--- src/rtl/vram_arbiter.sv ---
// Single-port video SRAM sequencer: pixel fetches have absolute priority, and
// ISA reads/writes are posted into a one-entry buffer and launched only inside
// sequencer windows.
module vram_arbiter #(
  parameter int ACC_CYC = 2,
  parameter int WE_CYC  = 2,
  parameter int ADDR_W  = 19
) (
  input  logic              clk,
  input  logic              reset,
  input  logic              pix_req,
  input  logic [ADDR_W-1:0] pix_addr,
  output logic [7:0]        pix_data,
  output logic              pix_valid,
  output logic              pix_err,
  input  logic              isa_op_enable,
  input  logic              isa_rd,
  input  logic              isa_wr,
  input  logic [ADDR_W-1:0] isa_addr,
  input  logic [7:0]        isa_din,
  output logic [7:0]        isa_dout,
  output logic              isa_busy,
  output logic              isa_done,
  output logic [ADDR_W-1:0] ram_a,
  output logic [7:0]        ram_dout,
  output logic              ram_oe,
  input  logic [7:0]        ram_din,
  output logic              ram_we_l
);

  typedef enum logic [2:0] {
    S_IDLE, S_PIX, S_ISA_RD, S_WR_SETUP, S_WR_PULSE, S_WR_HOLD
  } state_t;

  localparam logic [2:0] ACC_LAST = 3'(ACC_CYC - 1);
  localparam logic [2:0] WE_LAST  = 3'(WE_CYC - 1);

  state_t            state_reg, state_next;
  logic [2:0]        cnt_reg;
  logic              pend_valid_reg;
  logic [ADDR_W-1:0] pend_addr_reg;
  logic              isa_wr_reg;
  logic [ADDR_W-1:0] isa_addr_reg;
  logic [7:0]        isa_din_reg;
  logic [7:0]        pix_sample_reg;
  logic              pix_done_reg;

  logic              enter_pix, start_isa, op_last, pix_last;
  logic [ADDR_W-1:0] ram_a_next;
  logic [7:0]        ram_dout_next;
  logic              ram_oe_next, ram_we_l_next;

  // Next-state logic; a pixel strobe in the same cycle blocks an ISA start.
  always_comb begin
    state_next = state_reg;
    case (state_reg)
      S_IDLE: begin
        if (pend_valid_reg)
          state_next = S_PIX;
        else if (isa_busy && isa_op_enable && !pix_req)
          state_next = isa_wr_reg ? S_WR_SETUP : S_ISA_RD;
      end
      S_PIX:      if (cnt_reg == ACC_LAST) state_next = S_IDLE;
      S_ISA_RD:   if (cnt_reg == ACC_LAST) state_next = pend_valid_reg ? S_PIX : S_IDLE;
      S_WR_SETUP: state_next = S_WR_PULSE;
      S_WR_PULSE: if (cnt_reg == WE_LAST) state_next = S_WR_HOLD;
      S_WR_HOLD:  state_next = pend_valid_reg ? S_PIX : S_IDLE;
      default:    state_next = S_IDLE;
    endcase
  end

  // SRAM pin values are derived from the upcoming state so the pins are registered.
  always_comb begin
    enter_pix     = (state_next == S_PIX) && (state_reg != S_PIX);
    start_isa     = (state_reg == S_IDLE) &&
                    ((state_next == S_ISA_RD) || (state_next == S_WR_SETUP));
    pix_last      = (state_reg == S_PIX) && (cnt_reg == ACC_LAST);
    op_last       = ((state_reg == S_ISA_RD) && (cnt_reg == ACC_LAST)) ||
                    (state_reg == S_WR_HOLD);
    ram_a_next    = ram_a;
    ram_dout_next = ram_dout;
    if (enter_pix)
      ram_a_next = pend_addr_reg;
    else if (start_isa)
      ram_a_next = isa_addr_reg;
    if (start_isa && isa_wr_reg)
      ram_dout_next = isa_din_reg;
    ram_oe_next   = (state_next == S_WR_SETUP) || (state_next == S_WR_PULSE) ||
                    (state_next == S_WR_HOLD);
    ram_we_l_next = (state_next != S_WR_PULSE);
  end

  always_ff @(posedge clk) begin
    if (reset) begin
      state_reg      <= S_IDLE;
      cnt_reg        <= 3'd0;
      pend_valid_reg <= 1'b0;
      pend_addr_reg  <= '0;
      isa_wr_reg     <= 1'b0;
      isa_addr_reg   <= '0;
      isa_din_reg    <= 8'd0;
      pix_sample_reg <= 8'd0;
      pix_done_reg   <= 1'b0;
      ram_a          <= '0;
      ram_dout       <= 8'd0;
      ram_oe         <= 1'b0;
      ram_we_l       <= 1'b1;
      pix_data       <= 8'd0;
      pix_valid      <= 1'b0;
      pix_err        <= 1'b0;
      isa_dout       <= 8'd0;
      isa_busy       <= 1'b0;
      isa_done       <= 1'b0;
    end else begin
      state_reg <= state_next;
      cnt_reg   <= ((state_next == state_reg) && (state_reg != S_IDLE)) ? cnt_reg + 3'd1 : 3'd0;
      ram_a     <= ram_a_next;
      ram_dout  <= ram_dout_next;
      ram_oe    <= ram_oe_next;
      ram_we_l  <= ram_we_l_next;

      // The slot is freed at PIX entry, so a strobe on that edge refills it.
      if (pix_req) begin
        if (pend_valid_reg && !enter_pix) begin
          pix_err <= 1'b1;
        end else begin
          pend_valid_reg <= 1'b1;
          pend_addr_reg  <= pix_addr;
        end
      end else if (enter_pix) begin
        pend_valid_reg <= 1'b0;
      end

      pix_done_reg <= pix_last;
      if (pix_last)
        pix_sample_reg <= ram_din;
      pix_valid <= pix_done_reg;
      if (pix_done_reg)
        pix_data <= pix_sample_reg;

      isa_done <= op_last;
      if ((state_reg == S_ISA_RD) && (cnt_reg == ACC_LAST))
        isa_dout <= ram_din;
      if (op_last) begin
        isa_busy <= 1'b0;
      end else if (!isa_busy && (isa_rd || isa_wr)) begin
        isa_busy     <= 1'b1;
        isa_wr_reg   <= isa_wr;
        isa_addr_reg <= isa_addr;
        isa_din_reg  <= isa_din;
      end
    end
  end

endmodule

--- config.mk ---
export PLATFORM = sky130hd
export DESIGN_NAME = vram_arbiter
export DESIGN_NICKNAME = d
export VERILOG_FILES = /design/src/rtl/vram_arbiter.sv
export SDC_FILE = /design/constraint.sdc
export NUM_CORES = 1
export LEC_CHECK = 0
export BUFFER_PORTS_ARGS = -buffer_cell sky130_fd_sc_hd__buf_2
export CORE_MARGIN = 4
export CORE_UTILIZATION = 56
export DETAILED_ROUTE_END_ITERATION = 6
export PLACE_DENSITY = 0.84
export SLEW_MARGIN = 15
export SYNTH_ARGS = -nofsm -noshare
export SYNTH_HDL_FRONTEND = slang
export SYNTH_SLANG_ARGS = --single-unit
--- constraint.sdc ---
create_clock -name clk -period 2.6 [get_ports clk]
set_input_delay 0.52 -clock clk [delete_from_list [all_inputs] [get_ports clk]]
set_output_delay 0.52 -clock clk [all_outputs]
set_load 0.02 [all_outputs]
==> impl_metrics.json <==
{
  "antennaDiodeCount": 0,
  "post_cts_resized": 0,
  "r2r_slack_ns": 0.41,
  "antenna_found_initial": 0,
  "worstPathArrival_ns": 2.49,
  "clk_pin_slew_worst_paths_ns": 0.11,
  "vias": 3475,
  "tritoncts": "yes",
  "fin_crit_sh_pct": 84.2,
  "drt-total-wl_um": 9520,
  "synth_area_um2": 4260,
  "setup_slack_ns": 0.411,
  "grt_max_degree": 57,
  "cts_hold_buf": 0,
  "avgSynthCellArea_um2": 9.22,
  "p_switching_uw": 933,
  "die_w_um": 95.2,
  "reg2reg_to": "pend_addr_reg[4]",
  "setup_tns_ns": 0,
  "htreeDepth": 3,
  "post-cts-setup-buffers": 0,
  "grt_pass1_wl_um": 14900,
  "pwr-share-seq_pct": 55.5,
  "die_y_um": 95.2,
  "comb_power_share_pct": 13.3,
  "r2r_cells": 5,
  "place.gp.congestion": 0.898,
  "end_kind": "register",
  "status": "finished clean",
  "syn2layout_area_growth_pct": 17.9,
  "synth_compound_area_share_pct": 14.8,
  "first_pass_iters": 4,
  "grt_pass1_vias": 3308,
  "root_buffer": "clkbuf_8",
  "clkLatencyLatePin_ns": 0.37,
  "peakVddDrop_mv": 0.422,
  "synth_cell_types": 41,
  "rows": 31,
  "whs_path_depth": 3,
  "cp_max_fo": 19,
  "ys_seq_area_share_pct": 52.6,
  "pre_cts_slack_ns": 0.454,
  "yosys.area_share.simple_pct": 17.2,
  "path_buf_inv": 0,
  "crit_path_max_incr_delay_ns": 0.57,
  "wire_per_inst_um": 14.4,
  "power.internal_mw": 2.44,
  "clkPwrFrac_pct": 31.2,
  "avgViaCountPerCell": 5.26,
  "fp.coreArea_um2": 7330,
  "period_needed_ns": 2.19,
  "dieArea_um2": 9070,
  "drc": 0,
  "synth_fa_ha_area_share_pct": 0.587,
  "numCtsBuffers": 9,
  "path_delay_family": "compound AO/OA/AOI/OAI gates",
  "io_buffer_count": 108,
  "maxSlewViolCount": 0,
  "synth_top_family_by_area": "simple AND/OR/NAND/NOR gates",
  "clock_path_buffers": 2,
  "overflow": 0,
  "synth-xor-area-share_pct": 0.411,
  "setup_viol": 0,
  "grt_usage_pct": 20.9,
  "initial_utilization_pct": 58.1,
  "fmax_ghz": 0.457,
  "cap_violations": 0,
  "yosysWarnings": 0,
  "drtIter0Drc": 154,
  "clkSinkCount": 112,
  "slew_headroom_pct": 29.9,
  "leakage_nw": 2.35,
  "start_kind": "register",
  "hold_path.class": "primary input to register",
  "min_to": "pend_addr_reg[5]",
  "synth-seq-cells": 112,
  "drive_above_1_share_pct": 25.3,
  "crit_type": "register to register",
  "fin_nets": 619,
  "fin_hold_ws_ns": 0.376,
  "rr_startpoint": "state_reg[2]",
  "finalHoldViolCount": 0,
  "hpwl_um": 6650,
  "switching_share_pct": 27.7,
  "skew_ns": 0.0143,
  "syn_nets": 524,
  "required_ns": 2.90,
  "ios": 109,
  "tightest_slew_ns": 1.05,
  "synth_mux_area_share_pct": 10.1,
  "rsz0062_at_grt": "no",
  "crit_path_cell_trace": "nor2_1 -> a32oi_4 -> a21bo_1 -> nand2_1 -> a21oi_1",
  "synthCells": 462,
  "layout_commonest_cell": "dfxtp_1",
  "most-common-layout-cells": "dfxtp_1 (112), buf_2 (107), nand2_1 (97)",
  "utilization_pct": 68.5,
  "hold_start": "pix_addr[5]",
  "drtAntennaViolNets": 0,
  "p_per_area_nw_per_um2": 671,
  "power_mw": 3.37,
  "crit_slowest_cell": "dfxtp_1"
}
cell usage after synthesis:
cell type / instances / share of area (%)
dfxtp_1: 112 / 53
nand2_1: 97 / 8.5
a21oi_1: 53 / 6.2
nor2_1: 51 / 4.5
mux2i_1: 43 / 10
a211oi_1: 20 / 3.5
clkbuf_1: 14 / 1.2
buf_2: 8 / 0.94
a22o_1: 7 / 1.4
buf_4: 6 / 1.1
inv_1: 4 / 0.35
nor2b_1: 4 / 0.59
nand3b_1: 3 / 0.53
nor3_2: 3 / 0.70
o211a_1: 3 / 0.70
a21o_1: 2 / 0.35
and2_1: 2 / 0.29
buf_6: 2 / 0.53
ha_1: 2 / 0.59
nand2b_1: 2 / 0.29
nor3_1: 2 / 0.23
o21a_1: 2 / 0.35
o21ai_0: 2 / 0.23
a21bo_1: 1 / 0.23
a21boi_2: 1 / 0.26
a21oi_2: 1 / 0.21
a31oi_1: 1 / 0.15
a32oi_4: 1 / 0.65
and4bb_2: 1 / 0.29
buf_1: 1 / 0.088
nand3_1: 1 / 0.12
nand4_1: 1 / 0.15
nand4b_1: 1 / 0.21
nor3b_2: 1 / 0.29
nor4_1: 1 / 0.15
o211ai_2: 1 / 0.29
o21ai_2: 1 / 0.21
or3_1: 1 / 0.15
or3b_2: 1 / 0.21
xnor2_1: 1 / 0.21
xor2_1: 1 / 0.21
tightest hold or removal path, cell delays in order:
cell,delay [ns]
buf_2,0.09
nand2_1,0.04
a21oi_1,0.05
cells by family (layout without fill, tap and decap cells):
family	Yosys count	after routing
buf+inv	35	135
compound gates	96	96
simple gates	172	172
xor+xnor	2	2
fa+ha+maj	2	2
flops	112	112
mux	43	43
stage by stage:
stage | instance area [um2] | std cells
final | 5020 | 661
after global routing | 5020 | 661
after CTS | 5020 | 661
after detailed placement | 4820 | 645
after global placement | 4820 | 645
after floorplan | 4260 | 462
area by class of cell:
cell class / instances / area (um2)
fillers: 585 / 2310
flip-flops and latches: 112 / 2240
multi-input cells: 315 / 1850
repair buffers: 115 / 596
clock buffers: 9 / 124
well taps: 99 / 124
clock inverters: 7 / 77.6
inverters: 4 / 15.0
power by group through the flow:
stage	clock, mW	combinational [mW]	sequential [mW]
floorplan	0	0.275	1.93
global route	1.13	0.497	1.88
finish	1.05	0.449	1.87
CTS	1.06	0.450	1.87
detailed placement	0	0.447	1.91
global placement	0	0.435	1.90
metal layers:
metal | share of wire, % | global-route usage (%) | vias to the layer above | wire length (um)
li1 | - | - | 1758 | -
met1 | 43 | 25.8 | 1596 | 4120
met2 | 48 | 34.6 | 108 | 4540
met3 | 7.5 | 6.24 | 13 | 713
met4 | 1.5 | 7.69 | 0 | 142
met5 | 0 | 0 | - | 0
how the worst max path moves through the flow:
stage / start / cells past startpoint / end
floorplan: cnt_reg[0] / 8 / pend_addr_reg[10]
global placement: cnt_reg[1] / 7 / isa_din_reg[4]
detailed placement: cnt_reg[1] / 7 / isa_addr_reg[5]
CTS: cnt_reg[1] / 7 / pend_addr_reg[4]
global route: cnt_reg[1] / 7 / isa_addr_reg[17]
finish: state_reg[2] / 5 / pend_addr_reg[4]
No activity file was read; power rests on OpenSTA's default activity.
